--- src/rtl/cl_zcash_pkt_arbiter.sv ---
// Round-robin packet arbiter: merges NUM_SRC packet streams into one registered
// output stream without interleaving, with a mid-packet stall timeout and abort/drain.
module cl_zcash_pkt_arbiter #(
  parameter  int NUM_SRC  = 4,
  parameter  int DAT_BYTS = 8,
  parameter  int MOD_BITS = 3,
  parameter  int TIMEOUT  = 1024,
  localparam int SW = $clog2(NUM_SRC),
  localparam int DW = DAT_BYTS * 8,
  localparam int MW = (MOD_BITS > 0) ? MOD_BITS : 1
) (
  input  logic                  i_clk,
  input  logic                  i_rst,
  input  logic [NUM_SRC-1:0]    i_en,
  input  logic [NUM_SRC-1:0]    i_val,
  input  logic [NUM_SRC*DW-1:0] i_dat,
  input  logic [NUM_SRC-1:0]    i_eop,
  input  logic [NUM_SRC*MW-1:0] i_mod,
  output logic [NUM_SRC-1:0]    o_rdy,
  output logic                  o_val,
  output logic                  o_sop,
  output logic                  o_eop,
  output logic                  o_err,
  output logic [DW-1:0]         o_dat,
  output logic [MW-1:0]         o_mod,
  output logic [SW-1:0]         o_src,
  input  logic                  i_rdy,
  output logic [15:0]           o_abort_cnt
);

  typedef enum logic [1:0] {IDLE, PKT, ABORT, DRAIN} state_t;

  state_t          state, state_nxt;
  logic [SW-1:0]   grant, rr_ptr, pick;
  logic            pick_vld;
  logic [15:0]     stall_cnt;
  logic            sop_pend;
  logic [NUM_SRC-1:0] cand;

  logic            g_val, g_eop;
  logic [DW-1:0]   g_dat;
  logic [MW-1:0]   g_mod;
  logic            out_free, acc, stall_to, ld_abort, drop_eop;

  assign cand     = i_val & i_en;
  assign g_val    = i_val[grant];
  assign g_eop    = i_eop[grant];
  assign g_dat    = i_dat[grant*DW +: DW];
  assign g_mod    = (MOD_BITS > 0) ? i_mod[grant*MW +: MW] : '0;

  assign out_free = ~o_val | i_rdy;
  assign acc      = (state == PKT) & g_val & out_free;
  assign stall_to = (state == PKT) & ~g_val & (stall_cnt == 16'(TIMEOUT - 1));
  assign ld_abort = (state == ABORT) & out_free;
  assign drop_eop = (state == DRAIN) & g_val & g_eop;

  // Scan from farthest to nearest so the first candidate after rr_ptr wins.
  always_comb begin
    logic [SW-1:0] idx;
    idx      = '0;
    pick_vld = 1'b0;
    pick     = '0;
    for (int i = NUM_SRC; i >= 1; i--) begin
      idx = SW'((int'(rr_ptr) + i) % NUM_SRC);
      if (cand[idx]) begin
        pick_vld = 1'b1;
        pick     = idx;
      end
    end
  end

  always_comb begin
    o_rdy = '0;
    if (state == PKT)        o_rdy[grant] = out_free;
    else if (state == DRAIN) o_rdy[grant] = 1'b1;
  end

  always_comb begin
    state_nxt = state;
    unique case (state)
      IDLE:  if (pick_vld) state_nxt = PKT;
      PKT: begin
        if (acc && g_eop)  state_nxt = IDLE;
        else if (stall_to) state_nxt = ABORT;
      end
      ABORT: if (out_free) state_nxt = DRAIN;
      DRAIN: if (drop_eop) state_nxt = IDLE;
      default:             state_nxt = IDLE;
    endcase
  end

  always_ff @(posedge i_clk or posedge i_rst) begin
    if (i_rst) state <= IDLE;
    else       state <= state_nxt;
  end

  always_ff @(posedge i_clk or posedge i_rst) begin
    if (i_rst) begin
      grant       <= '0;
      rr_ptr      <= SW'(NUM_SRC - 1);
      stall_cnt   <= '0;
      sop_pend    <= 1'b0;
      o_abort_cnt <= '0;
      o_val       <= 1'b0;
      o_sop       <= 1'b0;
      o_eop       <= 1'b0;
      o_err       <= 1'b0;
      o_dat       <= '0;
      o_mod       <= '0;
      o_src       <= '0;
    end else begin
      unique case (state)
        IDLE: if (pick_vld) begin
          grant     <= pick;
          sop_pend  <= 1'b1;
          stall_cnt <= '0;
        end
        PKT: begin
          if (acc) begin
            stall_cnt <= '0;
            if (g_eop) rr_ptr <= grant;
          end else if (!g_val) begin
            stall_cnt <= stall_cnt + 16'd1;
          end
          if (stall_to && o_abort_cnt != 16'hFFFF) o_abort_cnt <= o_abort_cnt + 16'd1;
        end
        DRAIN: if (drop_eop) rr_ptr <= grant;
        default: ;
      endcase

      // Output register: a new word or the abort word replaces a consumed one.
      if (acc) begin
        o_val    <= 1'b1;
        o_sop    <= sop_pend;
        o_eop    <= g_eop;
        o_err    <= 1'b0;
        o_dat    <= g_dat;
        o_mod    <= g_mod;
        o_src    <= grant;
        sop_pend <= 1'b0;
      end else if (ld_abort) begin
        o_val    <= 1'b1;
        o_sop    <= sop_pend;
        o_eop    <= 1'b1;
        o_err    <= 1'b1;
        o_dat    <= '0;
        o_mod    <= '0;
        o_src    <= grant;
        sop_pend <= 1'b0;
      end else if (i_rdy) begin
        o_val    <= 1'b0;
      end
    end
  end

endmodule

--- config.mk ---
export PLATFORM = sky130hd
export DESIGN_NAME = cl_zcash_pkt_arbiter
export DESIGN_NICKNAME = d
export VERILOG_FILES = /design/src/rtl/cl_zcash_pkt_arbiter.sv
export SDC_FILE = /design/constraint.sdc
export NUM_CORES = 1
export LEC_CHECK = 0
export CORE_AREA = 2 2 145 147
export DETAILED_ROUTE_END_ITERATION = 16
export DIE_AREA = 0 0 147 149
export PLACE_DENSITY = 0.77
export SLEW_MARGIN = 10
export SYNTH_ARGS = -nofsm -noshare
export SYNTH_HDL_FRONTEND = slang
export SYNTH_SLANG_ARGS = --single-unit
--- constraint.sdc ---
create_clock -name i_clk -period 3.9 [get_ports i_clk]
set_input_delay 0.585 -clock i_clk [delete_from_list [all_inputs] [get_ports i_clk]]
set_output_delay 0.585 -clock i_clk [all_outputs]
set_load 0.03 [all_outputs]
== Yosys cells after proc, flatten, opt, wreduce, memory -nomap -nowiden ==
Index checks and enable logic that the tools add are counted.
Widths: inputs -> output; s select.
Word-level totals
  flip-flop bits (word level): 112
  logic and storage cells: 124
  output and inout port bits: 93
Cells by class
  equality and inequality tests: 12
  shift-type cells: 2
  bitwise operators: 12
  reduce and logical (&&, ||, !) cells: 16
  multiplexer cells: 56
  order comparisons: 6
  add/sub/neg operators: 6
  $mul: 1
Operators with widths (number)
  $shiftx 256x9->64: 1
  $mux 64: 2
  $mux 16: 3
  $add 16x1->16 const B: 2
  $pmux 16 s2: 1
  $mux 2: 14
  $mux 1: 23
  $eq 16x10->1 const B: 1
  $ne 16x16->1 const B: 1
  $lt 2x3->1 const B: 5
  $bmux 1 s2: 6
  $shiftx 12x5->3: 1
  $ne 2x2->1 const B: 5
  $reduce_bool 3->1: 3
  $and 4x4->4: 2
  $mux 4: 2
  $pmux 2 s4: 1
  $reduce_and 4->1: 2
  $and 1x1->1: 7
  $mux 3: 2
  $reduce_and 2->1: 3
  $reduce_bool 2->1: 3
  $add 2x1->2 const B: 2
  $add 2x2->2 const B: 2
  other kinds (13): 17

== Logic depth before layout (Yosys ltp) ==
Gate-level depths: netlist (run 1).
  word-level depth: 11
  gate-level depth with buffers: 8

== Worst setup path after synthesis (run 1) ==
No wires, ideal clock.
  path kind: input -> register
  start point: input port i_val[3]
  end point: register o_abort_cnt[1]
  arrival: 2304 ps
  stages on the path: 4
  path slack: 1468 ps
  buffers on the path: 0
  cell sequence: mux4_2 > or4_4 > nor3_4 > mux2_1
Between the ends
  cells in the longest elaborated chain, start to end: 7
RTL lines
  start: declaration: RTL line 15  | input logic [NUM_SRC-1:0] i_val,
  $bmux 1 s2: RTL line 46  | assign g_val = i_val[grant];
  $mux 1 (implied by the code): RTL line 46
  $not 1->1: RTL line 53  | assign stall_to = (state == PKT) & ~g_val & (stall_cnt == 16'(TIMEOUT - 1));
  $and 1x1->1 (2 in series): RTL line 53
  $logic_and 1x1->1: RTL line 125  | if (stall_to && o_abort_cnt != 16'hFFFF) o_abort_cnt <= o_abort_cnt + 16'd1;
  $reduce_and 2->1 (no line)
  end signal: assignment: RTL line 125
  end: declaration: RTL line 28  | output logic [15:0] o_abort_cnt
No other way between the ends. The select of a mux whose other input is x is not followed.
A chain may end at the register's enable or synchronous reset.

== Final worst setup path (run 1) ==
  start point: input port i_rdy
  end point: output port o_rdy[1]
Between the ends
  cells in the longest elaborated chain, start to end: 3
RTL lines
  start: declaration: RTL line 27  | input logic i_rdy,
  $or 1x1->1: RTL line 51  | assign out_free = ~o_val | i_rdy;
  $and 4x4->4 (no line)
  $mux 4: RTL line 74  | if (state == PKT) o_rdy[grant] = out_free;
  end: declaration: RTL line 19  | output logic [NUM_SRC-1:0] o_rdy,
No other way between the ends.

==> results of run 1 <==
## cells by family (layout without fill, tap and decap cells)
logic type,after synthesis,in the layout
XOR/XNOR,26,26
AND/OR/NAND/NOR,327,327
AO/OA/AOI/OAI,23,23
flip-flops,112,112
other,0,2
adder cells (fa/ha/maj),2,2
multiplexers,78,78
buffers and inverters,53,406
## worst register-to-register path: stages, from the launching register on
cell and delay (ns):
dfrtp_4 0.77, mux4_2 0.51, or4_4 0.57, nor3_4 0.41, mux2_1 0.37
## report_power, final
group          total [mW]  switching [mW]  internal (mW)  leakage (nW)
Clock               0.938           0.422          0.515         0.138
Sequential           1.90           0.314           1.59          1.42
Combinational        4.06            2.20           1.86          2.91
## through the flow
stage	cell area (um^2)	instances	util (%)	total power, mW	worst slack (ns)
floorplan	6570	621	-	4.41	0.359
detailed placement	10600	1234	51.6	6.03	0.777
global route	10900	1251	53.1	7.33	0.621
CTS	10900	1249	53.0	6.98	0.771
global placement	10600	1234	51.6	5.95	0.813
finish	10900	1251	53.1	6.89	0.768
## final cells by class
class                   instances  area share [%]
repair buffers                384            35.3
multi-input cells             456            32.8
flip-flops and latches        112            25.8
well taps                     275            3.15
clock buffers                  11            2.23
clock inverters                 4           0.493
inverters                       7           0.264
diodes                          2          0.0459
## placed cells by master (no fill, tap or decap), types with 3 or more instances in the layout
master and n:
o21ai_0 6, dfrtp_1 108, and3_1 8, or3_1 3, buf_4 7, nor3_1 11
clkdlybuf4s50_1 375, inv_1 6, xor2_1 10, nand3_1 83, nand2_1 159, nor4_1 4
a21oi_1 4, xnor2_1 16, mux4_2 69, nor2_1 29, clkbuf_16 9, nand4_1 11
nor4b_1 6, mux2_2 6
## registers in the layout (all words and copies together) (netlist names), named ones only
name         flops
o_abort_cnt     16
o_val            1
o_eop            1
o_mod            3
stall_cnt       16
rr_ptr           2
o_sop            1
grant            2
o_src            2
o_err            1
o_dat           64
state            1
sop_pend         1
## final timing paths
check	end	cells past startpoint
max	o_rdy[1]	7
min	o_dat[56]	2
max reg2reg	o_abort_cnt[1]	4
min reg2reg	o_dat[56]	2
max in group asynchronous	o_dat[11]	3
min in group asynchronous	o_dat[50]	2
## metal layers
| metal | vias up | share of wire [%] | wire (um) |
|---|---|---|---|
| li1 | 2952 | - | - |
| met1 | 3063 | 38 | 9240 |
| met2 | 286 | 51 | 12200 |
| met3 | 39 | 7.5 | 1790 |
| met4 | 0 | 3.2 | 774 |
| met5 | - | 0 | 0 |
==> reports/summary.txt, run 1 <==
TIMING
--------------------------------------------------------------------------------------
Final period utilization                                                         80.3%
Remaining max-slew budget at the tightest pin                                    36.9%
Final setup violation count                                                          0
Fin. max-slew vios                                                                   0
RSZ-0062 raised after global routing                                             false
Hold Violations, Final                                                               0
Sum Neg Setup Slack                                                               0 ns
Slew at the pin closest to its max-slew limit                                 0.947 ns
Final worst hold slack                                                        0.496 ns
Clock skew                                                                  0.00732 ns
Top achievable clock speed                                                     319 MHz
Min cycle time layout                                                          3.13 ns

SYNTHESIS
--------------------------------------------------------------------------------------
Async set-or-reset flop fraction in the synthesized netlist                       100%
Net count after synthesis                                                          906
Synthesized instance count                                                         621
Count of unique library cells instantiated by Yosys                                 41
Number of warnings printed during yosys synthesis                                    0
Simple-gate portion of the synthesized area                                      22.8%
Proportion of netlist area held by the largest area contributor                  41.9%
Multiplexer fraction of the synthesized cell area                                25.2%
Post-synthesis average cell area                                             10.6 um^2
Count of flip-flops with a built-in enable after synthesis                           0
Commonest cells in the netlist                                            159 x nand2_1, 110 x dfrtp_1, 84 x nand3_1
Number of storage elements in the synthesis netlist                                112
Most instantiated flip-flop cell in the synthesis netlist                      dfrtp_1
Fraction of the mapped netlist area in compound gates                            2.38%
Combinational family with the most area after synthesis                   multiplexers
Netlist area before placement                                                6570 um^2
Synth area leader                                                              dfrtp_1
Share of synthesized area occupied by flip-flops and latches                     42.7%
Adder-cell share of the synthesized area                                        0.381%
Most instantiated library cell after synthesis                                 nand2_1
Dominant cells by area after synthesis                                    dfrtp_1 42%, mux4_2 24%, nand2_1 9.1%, nand3_1 6.4%, xnor2_1 2.1%
Xor/xnor share of the synthesized area                                           3.47%

CTS
--------------------------------------------------------------------------------------
Hold Buf Count CTS                                                                   0
Clock-pin slew of the registers on the worst-case setup and hold paths         0.07 ns
H-tree Lvls                                                                          3
Root Buffer Master                                                           clkbuf_16
Clock buffers created by TritonCTS                                                   9
Buffer depth of the longest clock path                                               2
Count of buffers added by post-CTS timing repair for setup                           0
Clk sink count                                                                     112
CTS resizes                                                                          0
TritonCTS clock tree                                                              done
Skew-Pair Late Insertion Delay                                                 0.35 ns

WORST SETUP PATH
--------------------------------------------------------------------------------------
Critical path required time                                                    3.31 ns
Origin of the worst setup path                                                   i_rdy
Cell seen most often among critical-path stages                                 nor2_1
Arrival time worst endpoint                                                    2.55 ns
Bufs and invs on worst path                                                          2
Crit path cell chain                                                      clkdlybuf4s50_1, nand2b_1, nor2_1, nor2_1, nand2_1, nor2_1, clkdlybuf4s50_1
Library cell contributing the largest single delay on the critical path   clkdlybuf4s50_1
Critical setup path kind                                                  primary input to output port
Type of element launching the critical path                               primary input
Biggest fanout along the worst timing path                                           8
Reg-to-reg slack, setup                                                        1.15 ns
Reg-to-reg startpoint                                                         grant[1]
Largest incremental delay on the critical path                                 0.68 ns
Cell family with most CP delay                                            buffers and inverters
Critical path capture point type                                           output port

DIE
--------------------------------------------------------------------------------------
Initial core utilization                                                         32.0%
I/O pin count                                                                      376
Placeable core region                                                       20600 um^2
Die width                                                                       147 um
Die Span Y                                                                      149 um
Total number of placement rows                                                      53
Die area                                                                    21900 um^2

GLOBAL ROUTE
--------------------------------------------------------------------------------------
Gr busiest metal                                                                  met2
Vias in the first global route                                                    6342
Global-route track usage on met3                                                 5.60%
Met1 demand-to-capacity share in global routing                                  26.3%
Overall routing resource usage                                                   21.3%
Pin count of the biggest net entering global routing                                76
First-pass GRT wire length                                                    35700 um
Remaining global-route overflow                                                      0
Met2 track demand over resource in global routing                                36.2%
Initial antenna violation count                                                      2

FINISH
--------------------------------------------------------------------------------------
Nets                                                                              1255
Share of post-route cells with drive strength above 1                            11.1%
Register cell area after layout                                              2810 um^2
Synth-to-Final Area Change                                                       66.0%
Number of filler instances in the final layout                                    1814
Total area of multi-input combinational cells                                3580 um^2

DETAILED ROUTING
--------------------------------------------------------------------------------------
Residual DRC count                                                                   0
Total wire length after detailed routing                                      24000 um
Number of vias per cell after detailed routing                                    5.07
WL/cell                                                                        19.2 um
Detailed-route via count                                                          6340
Number of detailed-routing iterations run before antenna repair                      5
Number of routed nets with antenna violations                                        0
Initial DRC count                                                                  339

POWER AND IR DROP
--------------------------------------------------------------------------------------
Power per unit of standard cell area                                       632 nW/um^2
Static leakage power                                                           4.47 nW
Peak supply drop                                                              0.348 mV

MIN PATH
--------------------------------------------------------------------------------------
Launch point of the worst hold path                                          o_dat[56]
Path category of the worst min-delay check                                flop to flop

PLACEMENT
--------------------------------------------------------------------------------------
Port Buf Inserts                                                                   375
Detailed placement HPWL                                                       19100 um
Final GP Congestion                                                              0.855

RUN
--------------------------------------------------------------------------------------
Max-cap viol count                                                                   0

STATUS
--------------------------------------------------------------------------------------
Run status                                                                finished, final reports clean

Note: power is estimated with default switching activity, not from simulation.
==> run 2, diff against run 1 <==
Clock period 3.9 ns to 3.3 ns, I/O delays scaled along.
==> run 2 against run 1 <==
Compared with the run above:
- register-to-register slack lost 0.41 ns
- utilization grew 0.27 points
- final area grew 0.52%
- cell count grew 0.80%
- power grew 18%
- via count grew 2.2%
- routed wire length grew 1.6%
- setup slack lost 0.20 ns
- clock power grew 19%
- critical path depth shrank 1
- flip-flop and latch count is the same
- first-iteration DRC count shrank 23%
- critical endpoint is now o_rdy[3]
- highest routed layer unchanged
==> reports/summary.txt, run 2 (same netlist as run 1, synthesis figures left out) <==
STATUS
--------------------------------------------------------------------------------------
Run status                                                                finished, final reports clean   unchanged

GLOBAL ROUTE
--------------------------------------------------------------------------------------
Overall routing resource usage                                                   22.0%   was 21.3%
Vias in the first global route                                                    6454   was 6342
First-pass GRT wire length                                                    37000 um   was 35700 um
Remaining global-route overflow                                                      0   unchanged
Initial antenna violation count                                                      4   was 2
Pin count of the biggest net entering global routing                                48   was 76

CTS
--------------------------------------------------------------------------------------
Count of buffers added by post-CTS timing repair for setup                           0   unchanged
Clock buffers created by TritonCTS                                                   9   unchanged
CTS resizes                                                                          0   unchanged
Clock-pin slew of the registers on the worst-case setup and hold paths         0.07 ns   about the same
Buffer depth of the longest clock path                                               2   unchanged
Root Buffer Master                                                           clkbuf_16   unchanged
Clk sink count                                                                     112   unchanged
H-tree Lvls                                                                          3   unchanged
Skew-Pair Late Insertion Delay                                                 0.35 ns   about the same
TritonCTS clock tree                                                              done   unchanged
Hold Buf Count CTS                                                                   0   unchanged

TIMING
--------------------------------------------------------------------------------------
Final worst hold slack                                                        0.471 ns   was 0.496 ns
RSZ-0062 raised after global routing                                             false   unchanged
Hold Violations, Final                                                               0   unchanged
Min cycle time layout                                                          2.73 ns
Slew at the pin closest to its max-slew limit                                 0.938 ns   was 0.947 ns
Sum Neg Setup Slack                                                               0 ns   unchanged
Remaining max-slew budget at the tightest pin                                    37.2%   was 36.9%
Top achievable clock speed                                                     366 MHz
PnR worst setup slack                                                         0.566 ns   was 0.768 ns
Clock skew                                                                  0.00892 ns   was 0.00732 ns
Final period utilization                                                         82.9%
Fin. max-slew vios                                                                   0   unchanged
Final setup violation count                                                          0   unchanged

POWER AND IR DROP
--------------------------------------------------------------------------------------
Peak supply drop                                                              0.362 mV   was 0.348 mV
Share of power burned in registers                                               26.8%   was 27.6%
Final total power                                                              8.16 mW   was 6.89 mW
Power per unit of standard cell area                                       744 nW/um^2   was 632 nW/um^2
Static leakage power                                                           4.50 nW   was 4.47 nW
Reported net switching power                                                   3.46 mW   was 2.94 mW
Power share of the combinational group                                           59.5%   was 58.8%
Clk network pwr share                                                            13.7%   was 13.6%
Cell-internal power                                                            4.70 mW   was 3.96 mW
Switching power share of the total                                               42.4%   was 42.6%

FINISH
--------------------------------------------------------------------------------------
Flip-flop count of the largest register, all copies and words added                 64   unchanged
Synth-to-Final Area Change                                                       66.9%   was 66.0%
Layout Cells excl Fill                                                            1261   was 1251
Final core area utilization                                                      53.3%   was 53.1%
Largest registers                                                         o_dat (64), o_abort_cnt (16), stall_cnt (16)   unchanged
Most frequent standard cell in the layout excluding fill and tap cells    clkdlybuf4s50_1   unchanged
Largest register by flop count                                                   o_dat   unchanged
Share of post-route cells with drive strength above 1                            11.6%   was 11.1%
Nets                                                                              1261   was 1255
Final non-filler cell area                                                  11000 um^2   was 10900 um^2
Most used cells in the layout excluding fill and tap cells                375 x clkdlybuf4s50_1, 159 x nand2_1, 108 x dfrtp_1   unchanged

DETAILED ROUTING
--------------------------------------------------------------------------------------
Number of vias per cell after detailed routing                                    5.14   was 5.07
Residual DRC count                                                                   0   unchanged
Detailed-route via count                                                          6477   was 6340
Initial DRC count                                                                  262   was 339
Total wire length after detailed routing                                      24400 um   was 24000 um
Number of detailed-routing iterations run before antenna repair                      5   unchanged
WL/cell                                                                        19.3 um   was 19.2 um
Number of routed nets with antenna violations                                        0   unchanged

WORST SETUP PATH
--------------------------------------------------------------------------------------
Critical path capture point type                                           output port   unchanged
Critical path required time                                                    2.80 ns   was 3.31 ns
Library cell contributing the largest single delay on the critical path   clkdlybuf4s50_1   unchanged
Largest incremental delay on the critical path                                 0.67 ns   was 0.68 ns
Arrival time worst endpoint                                                    2.24 ns   was 2.55 ns
Reg-to-reg slack, setup                                                        0.74 ns   was 1.15 ns
Crit path cell chain                                                      clkdlybuf4s50_1, nand2b_1, nor2_1, nor2_1, and3_1, clkdlybuf4s50_1   was clkdlybuf4s50_1, nand2b_1, nor2_1, nor2_1, nand2_1, nor2_1, clkdlybuf4s50_1
Type of element launching the critical path                               primary input   unchanged
Biggest fanout along the worst timing path                                           3   was 8
Critical setup path kind                                                  primary input to output port   unchanged

DIE
--------------------------------------------------------------------------------------
Initial core utilization                                                         32.0%   unchanged
Die width                                                                       147 um   unchanged
I/O pin count                                                                      376   unchanged
Total number of placement rows                                                      53   unchanged
Placeable core region                                                       20600 um^2   unchanged
Die area                                                                    21900 um^2   unchanged
Die Span Y                                                                      149 um   unchanged

PLACEMENT
--------------------------------------------------------------------------------------
Detailed placement HPWL                                                       19400 um   was 19100 um
Number of placed instances, taps included                                         1240   was 1234
Final GP Congestion                                                              0.907   was 0.855
Post-Place Setup Slack                                                        0.344 ns   was 0.777 ns
Area post-placement                                                         10700 um^2   was 10600 um^2
Port Buf Inserts                                                                   375   unchanged

RUN
--------------------------------------------------------------------------------------
Max-cap viol count                                                                   0   unchanged

MIN PATH
--------------------------------------------------------------------------------------
Path category of the worst min-delay check                                primary input to asynchronous set/reset pin   was flop to flop

run 2: changes by cell type in the layout (fill, tap and decap cells not counted), sizes merged:
cell and change:
buf +6, clkbuf +1, clkinv +2, clkinvlp -1
diode +3, inv -1
run 2: layout make-up:
type | count | area [um^2]
inverters | 7 | 30.0
diodes | 5 | 12.5
well taps | 275 | 344
multi-input cells | 456 | 3580
flip-flops and latches | 112 | 2810
fillers | 1864 | 9590
clock inverters | 4 | 52.6
clock buffers | 12 | 246
repair buffers | 390 | 3890
run 2: final timing paths:
| path | startpoint | end | cells after the start |
|---|---|---|---|
| max | i_rdy | o_rdy[3] | 6 |
| min | i_rst | grant[0] | 2 |
| max reg2reg | grant[0] | state[0] | 6 |
| min reg2reg | o_dat[15] | o_dat[15] | 2 |
| max in group asynchronous | i_rst | grant[1] | 3 |
| min in group i_clk | o_dat[15] | o_dat[15] | 2 |
run 2: critical path, delay by kind of cell:
| family | cells | cell delay [ns] |
|---|---|---|
| buffers and inverters | 2 | 1.14 |
| AND/OR/NAND/NOR | 4 | 0.61 |
run 2: routing by layer:
| metal | share of wire, % | vias to the layer above | global-route usage (%) |
|---|---|---|---|
| met4 | 3.1 | 0 | 8.89 |
| met2 | 52 | 291 | 38.4 |
| met1 | 38 | 3171 | 26.8 |
| li1 | - | 2974 | - |
| met5 | 0 | - | 0 |
| met3 | 6.3 | 41 | 4.68 |
run 2: power groups by stage:
stage               clock network, mW  registers (mW)  logic (mW)
floorplan                           0            2.95        2.26
global placement                    0            2.19        4.85
detailed placement                  0            2.21        4.91
CTS                              1.16            2.19        4.92
global route                     1.21            2.25        5.19
finish                           1.12            2.19        4.86
==> run 3, diff against run 2 <==
Clock period 3.3 ns to 2.75 ns, I/O delays scaled along.
==> run 3 against run 2 <==
Compared with the run above:
- register-to-register slack lost 0.34 ns
- critical endpoint is now o_abort_cnt[1]
- clock skew grew 0.0023 ns
- via count shrank 0.68%
==> reports/summary.txt, run 3 (same netlist as run 1, synthesis figures left out) <==
PLACEMENT
--------------------------------------------------------------------------------------
Area post-placement                                                         10800 um^2   was 10700 um^2
Final GP Congestion                                                              0.906   was 0.907
Detailed placement HPWL                                                       19200 um   was 19400 um
Port Buf Inserts                                                                   375   unchanged

FINISH
--------------------------------------------------------------------------------------
Flip-flop count of the largest register, all copies and words added                 64   unchanged
Largest register by flop count                                                   o_dat   unchanged
Most used cells in the layout excluding fill and tap cells                371 x clkdlybuf4s50_1, 159 x nand2_1, 108 x dfrtp_1   was 375 x clkdlybuf4s50_1, 159 x nand2_1, 108 x dfrtp_1
Most frequent standard cell in the layout excluding fill and tap cells    clkdlybuf4s50_1   unchanged
Synth-to-Final Area Change                                                       68.6%   was 66.9%
Nets                                                                              1268   was 1261
Number of filler instances in the final layout                                    1849   was 1864
Share of post-route cells with drive strength above 1                            12.6%   was 11.6%
Final non-filler cell area                                                  11100 um^2   was 11000 um^2
Largest registers                                                         o_dat (64), o_abort_cnt (16), stall_cnt (16)   unchanged

WORST SETUP PATH
--------------------------------------------------------------------------------------
Largest incremental delay on the critical path                                 0.56 ns   was 0.67 ns
Origin of the worst setup path                                                i_val[2]   was i_rdy
Reg-to-reg slack, setup                                                        0.40 ns   was 0.74 ns
Type of element launching the critical path                               primary input   unchanged
Endpoint of the most critical register-to-register path                   o_abort_cnt[1]   was state[0]
Depth of the worst register-to-register path                                         5   was 6
Critical setup path kind                                                  primary input to flop   was primary input to output port
Biggest fanout along the worst timing path                                           9   was 3
Critical path required time                                                    2.98 ns   was 2.80 ns
Cell family with most CP delay                                            multiplexers   was buffers and inverters
Arrival time worst endpoint                                                    2.64 ns   was 2.24 ns
Number of gates on the worst path with buffers counted                               6   unchanged
Library cell contributing the largest single delay on the critical path          or4_4   was clkdlybuf4s50_1
Critical path endpoint                                                    o_abort_cnt[1]   was o_rdy[3]
Critical path capture point type                                                  flop   was output port
Bufs and invs on worst path                                                          2   unchanged
Crit path cell chain                                                      clkdlybuf4s50_1, mux4_2, or4_4, nor3_4, buf_12, mux2_1   was clkdlybuf4s50_1, nand2b_1, nor2_1, nor2_1, and3_1, clkdlybuf4s50_1
Reg-to-reg startpoint                                                         grant[0]   unchanged

CTS
--------------------------------------------------------------------------------------
Hold Buf Count CTS                                                                   0   unchanged
H-tree Lvls                                                                          3   unchanged
Count of buffers added by post-CTS timing repair for setup                           0   unchanged
Clock buffers created by TritonCTS                                                   9   unchanged
Root Buffer Master                                                           clkbuf_16   unchanged
Skew-Pair Late Insertion Delay                                                 0.35 ns   about the same
TritonCTS clock tree                                                              done   unchanged
Clk sink count                                                                     112   unchanged
CTS resizes                                                                          0   unchanged
Buffer depth of the longest clock path                                               2   unchanged
Clock-pin slew of the registers on the worst-case setup and hold paths         0.07 ns   about the same

TIMING
--------------------------------------------------------------------------------------
Slew at the pin closest to its max-slew limit                                 0.710 ns   was 0.938 ns
Clock skew                                                                   0.0112 ns   was 0.00892 ns
RSZ-0062 raised after global routing                                             false   unchanged
Final period utilization                                                         87.4%
Top achievable clock speed                                                     416 MHz
Final setup violation count                                                          0   unchanged
Remaining max-slew budget at the tightest pin                                    52.7%   was 37.2%
Hold Violations, Final                                                               0   unchanged
Min cycle time layout                                                          2.40 ns
Final worst hold slack                                                        0.372 ns   was 0.471 ns
Fin. max-slew vios                                                                   0   unchanged

STATUS
--------------------------------------------------------------------------------------
Run status                                                                finished, final reports clean   unchanged

GLOBAL ROUTE
--------------------------------------------------------------------------------------
First-pass GRT wire length                                                    36900 um   was 37000 um
Remaining global-route overflow                                                      0   unchanged
Vias in the first global route                                                    6548   was 6454
Initial antenna violation count                                                      1   was 4
Pin count of the biggest net entering global routing                                51   was 48
Overall routing resource usage                                                   21.9%   was 22.0%

DETAILED ROUTING
--------------------------------------------------------------------------------------
Initial DRC count                                                                  405   was 262
Number of vias per cell after detailed routing                                    5.09   was 5.14
WL/cell                                                                        19.0 um   was 19.3 um
Residual DRC count                                                                   0   unchanged
Number of routed nets with antenna violations                                        0   unchanged
Total wire length after detailed routing                                      24100 um   was 24400 um
Number of detailed-routing iterations run before antenna repair                      4   was 5
Detailed-route via count                                                          6433   was 6477

RUN
--------------------------------------------------------------------------------------
Max-cap viol count                                                                   0   unchanged

POWER AND IR DROP
--------------------------------------------------------------------------------------
Static leakage power                                                           4.57 nW   was 4.50 nW
Peak supply drop                                                              0.391 mV   was 0.362 mV
Power per unit of standard cell area                                       894 nW/um^2   was 744 nW/um^2

DIE
--------------------------------------------------------------------------------------
Die width                                                                       147 um   unchanged
Placeable core region                                                       20600 um^2   unchanged
Die area                                                                    21900 um^2   unchanged
Die Span Y                                                                      149 um   unchanged
Total number of placement rows                                                      53   unchanged
Initial core utilization                                                         32.0%   unchanged
I/O pin count                                                                      376   unchanged

MIN PATH
--------------------------------------------------------------------------------------
Path category of the worst min-delay check                                primary input to asynchronous set/reset pin   unchanged

## run 3: changes by cell type in the layout (fill, tap and decap cells not counted), sizes merged
cell           change
clkdlybuf4s50      -4
clkinvlp           +1
clkbuf             +2
clkinv             -2
inv                -1
buf               +11
diode              -3
## run 3: layout make-up
type	count	area [um^2]	share of cell area, %
Timing Repair Buffer	397	4010	36.2
Multi-Input combinational cell	456	3580	32.3
Sequential cell	112	2810	25.4
Tap cell	275	344	3.11
Clock buffer	14	264	2.38
Clock inverter	2	37.5	0.339
Inverter	7	30.0	0.271
Antenna cell	2	5.00	0.0452
## run 3: metal layers
layer | vias to the layer above | part of all wire, % | global-route usage, %
met5 | - | 0 | 0
met4 | 0 | 2.7 | 8.46
met3 | 36 | 5.4 | 3.70
met1 | 3155 | 39 | 27.1
met2 | 271 | 53 | 38.5
li1 | 2971 | - | -
## run 3: through the flow
stage,cells,worst slack (ns),utilization (%),total power [mW],setup TNS [ns]
floorplan,621,0.427,-,6.25,0
global placement,1247,0.0575,52.4,8.54,0
detailed placement,1247,-0.00855,52.4,8.64,-0.00855
CTS,1263,0.355,53.9,10.0,0
global route,1264,0.220,53.9,10.5,0
finish,1265,0.346,53.9,9.91,0
## run 3: worst register-to-register path, stage by stage (launching register included)
cell and delay [ns]:
dfrtp_4 0.46, mux4_2 0.55, or4_4 0.56, nor3_4 0.21, buf_12 0.15, mux2_1 0.31
## run 3: where the power goes
group | switching, mW | internal, mW | total, mW
registers | 0.347 | 2.25 | 2.60
logic | 3.21 | 2.75 | 5.96
clock network | 0.592 | 0.759 | 1.35
total | 4.15 | 5.76 | 9.91
## run 3: how the worst min path moves through the flow
stage / endpoint / depth (start not counted)
floorplan: sop_pend / 2
global placement: o_dat[39] / 2
detailed placement: o_dat[42] / 2
CTS: o_abort_cnt[12] / 2
global route: state[0] / 2
finish: o_abort_cnt[12] / 2
